### config.mk
export PLATFORM = sky130hd
export DESIGN_NAME = skewed_weight_fifo
export DESIGN_NICKNAME = d
export VERILOG_FILES = /design/src/rtl/skewed_weight_fifo.sv
export SDC_FILE = /design/constraint.sdc
export NUM_CORES = 1
export LEC_CHECK = 0
export CAP_MARGIN = 20
export CORE_MARGIN = 2
export CORE_UTILIZATION = 56
export CTS_CLUSTER_SIZE = 16
export DETAILED_ROUTE_END_ITERATION = 8
export PLACE_DENSITY_LB_ADDON = 0.2
export SLEW_MARGIN = 20
export SYNTH_ARGS = -nofsm -noshare
export SYNTH_HDL_FRONTEND = slang
export SYNTH_SLANG_ARGS = --single-unit
### constraint.sdc
create_clock -name clk -period 3.16 [get_ports clk]
set_input_delay 0.316 -clock clk [delete_from_list [all_inputs] [get_ports clk]]
set_output_delay 0.316 -clock clk [all_outputs]
set_load 0.03 [all_outputs]
### src/rtl/skewed_weight_fifo.sv
// skewed_weight_fifo: N_COLS independent weight queues, column c skewed
// by c pops, feeding the weight-load port of a systolic MMU.
module skewed_weight_fifo #(
  parameter int N_COLS = 3,
  parameter int DATA_W = 8,
  parameter int DEPTH  = 4,
  localparam int CNT_W = $clog2(DEPTH + 1)
) (
  input  logic                     clk,
  input  logic                     rst_n,
  input  logic                     load_start,
  input  logic [N_COLS-1:0]        push,
  input  logic [N_COLS*DATA_W-1:0] data_in,
  input  logic                     pop,
  output logic [N_COLS*DATA_W-1:0] col_out,
  output logic [N_COLS-1:0]        full,
  output logic [N_COLS-1:0]        empty,
  output logic [N_COLS*CNT_W-1:0]  count,
  output logic [N_COLS-1:0]        overflow,
  output logic                     idle
);

  localparam int PTR_W = $clog2(DEPTH);

  logic [N_COLS-1:0] busy;

  for (genvar c = 0; c < N_COLS; c++) begin : g_col
    logic [DATA_W-1:0] mem [DEPTH];
    logic [PTR_W-1:0]  rd_ptr;
    logic [PTR_W-1:0]  wr_ptr;
    logic [CNT_W-1:0]  cnt;
    logic              ovf;
    logic              is_full;
    logic              is_empty;
    logic              do_push;
    logic              do_pop;
    logic              we;
    logic [PTR_W-1:0]  wa;
    logic [DATA_W-1:0] head;

    assign is_full  = (cnt == CNT_W'(DEPTH));
    assign is_empty = (cnt == '0);
    assign do_pop   = pop && !is_empty;
    // a pop on a full queue frees the slot this push lands in
    assign do_push  = push[c] && (!is_full || pop);
    assign head     = is_empty ? '0 : mem[rd_ptr];

    assign we = load_start ? push[c] : do_push;
    assign wa = load_start ? '0 : wr_ptr;

    always_ff @(posedge clk) begin
      if (we) mem[wa] <= data_in[c*DATA_W +: DATA_W];
    end

    always_ff @(posedge clk or negedge rst_n) begin
      if (!rst_n) begin
        rd_ptr <= '0;
        wr_ptr <= '0;
        cnt    <= '0;
        ovf    <= 1'b0;
      end else if (load_start) begin
        rd_ptr <= '0;
        wr_ptr <= PTR_W'(push[c]);
        cnt    <= CNT_W'(push[c]);
        ovf    <= 1'b0;
      end else begin
        if (do_push) wr_ptr <= wr_ptr + 1'b1;
        if (do_pop)  rd_ptr <= rd_ptr + 1'b1;
        if (push[c] && !do_push) ovf <= 1'b1;
        if (do_push && !do_pop)
          cnt <= cnt + 1'b1;
        else if (!do_push && do_pop)
          cnt <= cnt - 1'b1;
      end
    end

    assign full[c]                   = is_full;
    assign empty[c]                  = is_empty;
    assign overflow[c]               = ovf;
    assign count[c*CNT_W +: CNT_W]   = cnt;

    if (c == 0) begin : g_s0
      assign col_out[DATA_W-1:0] = head;
      assign busy[0]             = 1'b0;
    end else begin : g_sk
      logic [c-1:0] sv;

      for (genvar k = 0; k < c; k++) begin : g_stg
        logic [DATA_W-1:0] d;
        logic              v;
        logic [DATA_W-1:0] sin;
        logic              vin;

        if (k == 0) begin : g_first
          assign sin = head;
          assign vin = !is_empty;
        end else begin : g_next
          assign sin = g_stg[k-1].d;
          assign vin = g_stg[k-1].v;
        end

        always_ff @(posedge clk or negedge rst_n) begin
          if (!rst_n) begin
            d <= '0;
            v <= 1'b0;
          end else if (load_start) begin
            d <= '0;
            v <= 1'b0;
          end else if (pop) begin
            d <= sin;
            v <= vin;
          end
        end

        assign sv[k] = v;
      end

      assign col_out[c*DATA_W +: DATA_W] = g_stg[c-1].d;
      assign busy[c]                     = |sv;
    end
  end

  assign idle = (&empty) && !(|busy);

endmodule

; ---- Word level (Yosys, flattened, before mapping)
; Memory sizes are Yosys's and may differ from the RTL's.
; Cells that the tools add are included.
; W data, S select, Z words.
[totals]
elab_cells = 140
regBits = 51
ram_bits = 96
n_memories = 3
[classes]
add_sub_neg = 12
n_reduce_logical = 50
n_eq_ne = 3
mux = 54
[memory_table]
columns = name, depth, word_bits, rd, rd_clocked_by_memory_dff, wr, line_no
row1 = g_col[0].mem, 4, 8, 1, 0, 1, 28  ; logic [DATA_W-1:0] mem [DEPTH];
row2 = g_col[1].mem, 4, 8, 1, 0, 1, 28
row3 = g_col[2].mem, 4, 8, 1, 0, 1, 28
[op_table]
columns = op, n
row1 = $mux W8, 9
row2 = $mux W2, 15
row3 = $mux W3, 9
row4 = $mux W1, 21
row5 = $reduce_bool A2 Y1, 10
row6 = $logic_and A1 B1 Y1, 16
row7 = $logic_not A1 Y1, 13
row8 = $add A2 B1 Y2 const B, 6
row9 = $add A3 B1 Y3 const B, 3
row10 = $eq A3 B3 Y1 const B, 3
row11 = $logic_not A3 Y1, 3
row12 = $reduce_bool A3 Y1, 3
row13 = $sub A3 B1 Y3 const B, 3
row14 = $logic_or A1 B1 Y1, 3
row15 = $reduce_and A3 Y1, 1
row16 = $reduce_or A3 Y1, 1

; ---- Logic depth before layout (Yosys ltp)
[logic_depth]
word_depth = 9
depth_mapped = 10
mapped_depth_nobuf = 8

; ---- Least setup slack after synthesis
; No wires, ideal clock.
[synth_path]
kind = reg-to-reg
from = register g_col[2].cnt[0]
to = register g_col[2].cnt[2]
n_path_buf = 2
t_required_ns = 3.023
setup_ns = 0.137
t_arrival_ns = 2.364
path_stages_with_launch = 10
slack_ns = 0.659
path_cell_list = dfrtp_1 > buf_2 > or3_4 > buf_2 > nand2_1 > and2_1 > fa_1 > or3b_2 > a31oi_1 > a21oi_1
[synth_between]
elab_chain_len = 7
word_cells_on_any_way = 17
cone_classes = add/sub: 2 / eq/ne: 1 / mux: 3 / reduce/logical: 11
[synth_rtl]
columns = item, line_no
row1 = start: declaration, 31  ; logic [CNT_W-1:0] cnt;
row2 = start signal: assignment, 64  ; cnt <= CNT_W'(push[c]);
row3 = start signal: assignment, 71  ; cnt <= cnt + 1'b1;
row4 = start signal: assignment, 73  ; cnt <= cnt - 1'b1;
row5 = "parallel branches: the longest is 7 deep, another holds $sub A3 B1 Y3", n/a
; Parallel ways; which one is timed is not known. The select of a mux whose other input is x is not followed.
; A chain may end at the register's enable or synchronous reset.

; ---- Final worst setup path
[layout_path]
from = register g_col[2].cnt[1]
to = output idle
[layout_between]
elab_chain_len = 3
[layout_rtl]
columns = item, line_no
row1 = $logic_not A3 Y1, 42  ; assign is_empty = (cnt == '0);
row2 = $reduce_and A3 Y1, 123  ; assign idle = (&empty) && !(|busy);
row3 = $logic_and A1 B1 Y1, 123
row4 = end: declaration, 20  ; output logic idle
; No other way between the ends.

==> metrics.md <==
| Metric | Value |
|---|---|
| Post-synthesis average cell area | 15.0 um^2 |
| Clock share of power | 37.4% |
| Transition time at the pin with the least slew margin | 0.716 ns |
| Chip Height | 110 um |
| Routability cong. | 0.788 |
| Slowest cell on crit path | clkdlybuf4s50_1 |
| Maximum ir drop on the vdd rail | 0.415 mV |
| Overall routed net length | 12100 um |
| Area of the die | 12100 um^2 |
| Pin count of the biggest net entering global routing | 37 |
| Post-route cell area | 7780 um^2 |
| Total nets after synthesis | 455 |
| Buf+Inv Stages, Crit Path | 1 |
| Syn-to-layout area delta | 23.2% |
| Mean number of vias per cell | 5.74 |
| Synthesis-stage register bit count | 147 |
| Register clock-pin slew on the reported worst setup and hold paths | 0.06 ns |
| Compound-gate portion of the synthesized area | 7.93% |
| Buffers inserted during post-CTS setup optimization | 0 |
| Summed negative setup slack over all endpoints | 0 ns |
| Adder and majority gate portion of the synthesized area | 0.951% |
| Inserted Clock Buffers | 17 |
| Area of the core | 10900 um^2 |
| Tightest hold margin | 0.374 ns |
| Ranking of synthesized cells by area | edfxtp_1, dfrtp_1, mux4_2, a32o_1, mux2i_1 |
| Post-layout nets | 527 |
| Setup clock skew after layout | 0.0130 ns |
| Distinct cells, synth | 52 |
| GRT overflow | 0 |
| Area occupied by multi-input gates | 1870 um^2 |
| Htree depth | 4 |
| Final Instance Count excl. Fillers | 646 |
| Setup repair after global routing missed its margin | no |
| Synth async-reset ratio | 34.7% |
| Final hold violation count | 0 |
| Overall routing resource usage | 22.1% |
| Vias in the first global route | 3709 |
| # rows | 38 |
| Per-cell routed wire length | 18.7 um |
| Post-synth top area share | 45.7% |
| Switching power as a share of total power | 27.6% |
| Antenna Nets Post-Route | 0 |
| Share of the cycle needed by the critical path after routing | 94.9% |
| Setup crit end kind | output port |
| Number of ports placed on the die boundary | 74 |
| Min-Delay Path Class | in2async |
| Result of the run | complete, no violations |
| Maximum cell stage delay along the critical path | 0.69 ns |
| TritonCTS Sinks | 147 |
| Power density normalized to cell area | 723 nW/um^2 |
| Inserted Diodes | 0 |
| HPWL Detailed | 7910 um |
| Cell Area, Synth | 6310 um^2 |
| Gate count of the mapped netlist | 421 |
| Fmax | 0.334 GHz |
| Crit Path Class | reg2out |
| Number of violations of the max-capacitance limit | 0 |
| Parity-gate share of the synthesized area counting xor and xnor cells | 1.39% |
| Warnings from Yosys | 0 |
| Arr. time, crit path | 2.68 ns |
| Cells along the critical path | or3_4 > or4_1 > nor3_2 > clkdlybuf4s50_1 |
| Area share of and/or/nand/nor cells after synthesis | 8.92% |
| Slew HR | 52.1% |
| Initial detailed-routing violation count | 217 |
| Number of placed instances, taps included | 613 |
| Number of iterations in the first detailed-routing pass | 5 |
| Initial Util | 57.7% |
| Sequential cell area fraction in the yosys report | 65.9% |
| Leakage power | 2.87 nW |
| Multiplexer fraction of the synthesized cell area | 10.5% |
| Final routed DRC violation total | 0 |
| EDFF count, synth | 96 |
| Largest family of logic cells by synthesized area | multiplexers |
| Fraction of layout instances using a drive strength above 1 | 17.2% |
| Leading area contributor after synthesis | edfxtp_1 |
| # setup viols final | 0 |
| Maximum root-to-sink buffer count | 2 |
| Required time reported for the critical path endpoint | 2.84 ns |
| Footprint of the flip-flops and latches | 4160 um^2 |
| Slew Viols, Final | 0 |
| Placement-stage cell area | 7130 um^2 |
| Leading register cell type out of synthesis | edfxtp_1 |
| Floorplan die width | 110 um |
| TritonCTS clock tree | yes |
| Maximum net fanout on the critical path | 13 |
| Seq pwr share | 42.2% |
| Launching element type of the critical path | register |
| Clock Tree Root | clkbuf_16 |
| Antenna violations before repair | 0 |
| Via Count | 3705 |
| Comb power frac | 20.4% |
| Port-buffer cells | 73 |
| Global-route wire length before repair | 19300 um |
| Total net switching power | 0.00155 W |
| Gate family responsible for the most delay along the worst path | simple AND/OR/NAND/NOR gates |
| Clk_lat worst skew | 0.42 ns |
| Internal power | 0.00407 W |
| Number of filler cells placed in the layout | 746 |
| Min Tclk post-route | 3.00 ns |
-- cells in the mapped netlist (2+ instances only) --
cell and n:
nor3b_1 2, and2_1 11, fa_1 3, o21ai_0 12, a31oi_1 3, xor2_1 9
mux2i_1 12, inv_1 14, nand2_1 14, edfxtp_1 96, nand3b_1 2, mux4_2 24
dfrtp_1 51, o22ai_1 2, o211ai_1 2, o21ba_2 2, buf_4 9, clkbuf_1 6
nor2_1 31, nor4b_4 2, nand3_1 5, o21bai_1 2, a22o_1 2, a21oi_1 21
nor2b_1 2, or3_1 7, a32o_1 16, buf_6 3, buf_1 4, a211oi_1 2
buf_2 18, nor3_1 9, nand2b_1 4
-- worst paths after layout --
path | slack, ns | depth (start not counted) | to | start
min reg2reg | 0.49 | 1 | g_col[1].g_sk.g_stg[0].d[5] | g_col[1].g_sk.g_stg[0].d[5]
max reg2reg | 0.73 | 6 | g_col[1].cnt[1] | g_col[1].cnt[1]
max in group asynchronous | 1.93 | 3 | g_col[2].g_sk.g_stg[0].d[0] | rst_n
min | 0.37 | 2 | g_col[0].wr_ptr[1] | rst_n
min in group clk | 0.49 | 1 | g_col[1].g_sk.g_stg[0].d[5] | g_col[1].g_sk.g_stg[0].d[5]
max | 0.16 | 4 | idle | g_col[2].cnt[1]
-- cell type report --
class | count | area share, %
clock inverters | 14 | 2.61
multi-input cells | 220 | 24.1
well taps | 140 | 2.25
inverters | 14 | 0.676
flip-flops and latches | 147 | 53.5
clock buffers | 18 | 5.52
repair buffers | 93 | 11.4
-- power groups by stage --
stage	Sequential [W]	Combinational (W)	Clock, W
after CTS	0.00238	0.00116	0.00213
final	0.00237	0.00115	0.00210
after detailed placement	0.00241	0.00115	0
after floorplan	0.00239	0.000791	0
after global placement	0.00240	0.00113	0
after global routing	0.00240	0.00124	0.00221
-- per-stage QoR --
| step | utilization (%) | setup slack (ns) | total power, W |
|---|---|---|---|
| 6_report | 71.1 | 0.162 | 0.00562 |
| 5_1_grt | 71.1 | 0.0747 | 0.00585 |
| 2_1_floorplan | - | 0.659 | 0.00318 |
| 4_1_cts | 71.1 | 0.140 | 0.00567 |
| 3_3_place_gp | 65.2 | 0.620 | 0.00353 |
| 3_5_place_dp | 65.2 | 0.571 | 0.00357 |
-- cell families (layout without fill, tap and decap cells) --
family	count (synthesis)	after routing
simple gates	100	100
fa+ha+maj	3	3
compound gates	71	71
buf+inv	54	139
mux	36	36
flops	147	147
xor+xnor	10	10
-- state kept, by name, summed over array words and instances, names as in the netlist --
signal,count
g_col.mem,96
g_col.g_sk.g_stg.d,24
g_col.cnt,9
g_col.rd_ptr,6
g_col.wr_ptr,6
g_col.ovf,3
g_col.g_sk.g_stg.v,3
-- worst register-to-register path: stages, from the launching register on --
cell and delay [ns]:
dfrtp_1 0.50, or3_1 0.58, a21oi_1 0.23, fa_1 0.45, nand2_1 0.09, a21oi_1 0.06
a2111oi_0 0.39
-- metal layers --
metal	routed length, um	track usage, %
met1	5110	28.0
met2	6240	37.9
met3	575	5.11
met4	129	7.23
met5	0	0
-- what timing repair did --
item | 4_1_cts | 5_1_grt
endpoints found under the hold margin | 15 | 0
resized for setup | 0 | 0
hold buffers | 1 | 0
endpoints found under the setup margin | 0 | 0
-- cells in the final DEF, fill, tap and decap left out, types with 3 or more instances in the layout --
cell | netlist | final
or3_1 | 7 | 7
bufinv_16 | 0 | 4
nand3_1 | 5 | 5
o21ai_0 | 12 | 12
xor2_1 | 9 | 9
clkbuf_16 | 0 | 17
a21oi_1 | 21 | 21
dfrtp_1 | 51 | 51
clkdlybuf4s50_1 | 0 | 71
nor2_1 | 31 | 31
a32o_1 | 16 | 16
nand2b_1 | 4 | 4
a31oi_1 | 3 | 3
nand2_1 | 14 | 14
edfxtp_1 | 96 | 96
nor3_1 | 9 | 9
fa_1 | 3 | 3
mux2i_1 | 12 | 12
clkinvlp_4 | 0 | 3
and2_1 | 11 | 11
inv_1 | 14 | 14
mux4_2 | 24 | 24
buf_4 | 9 | 18
clkinv_4 | 0 | 3
No activity file was read; power rests on OpenSTA's default activity.
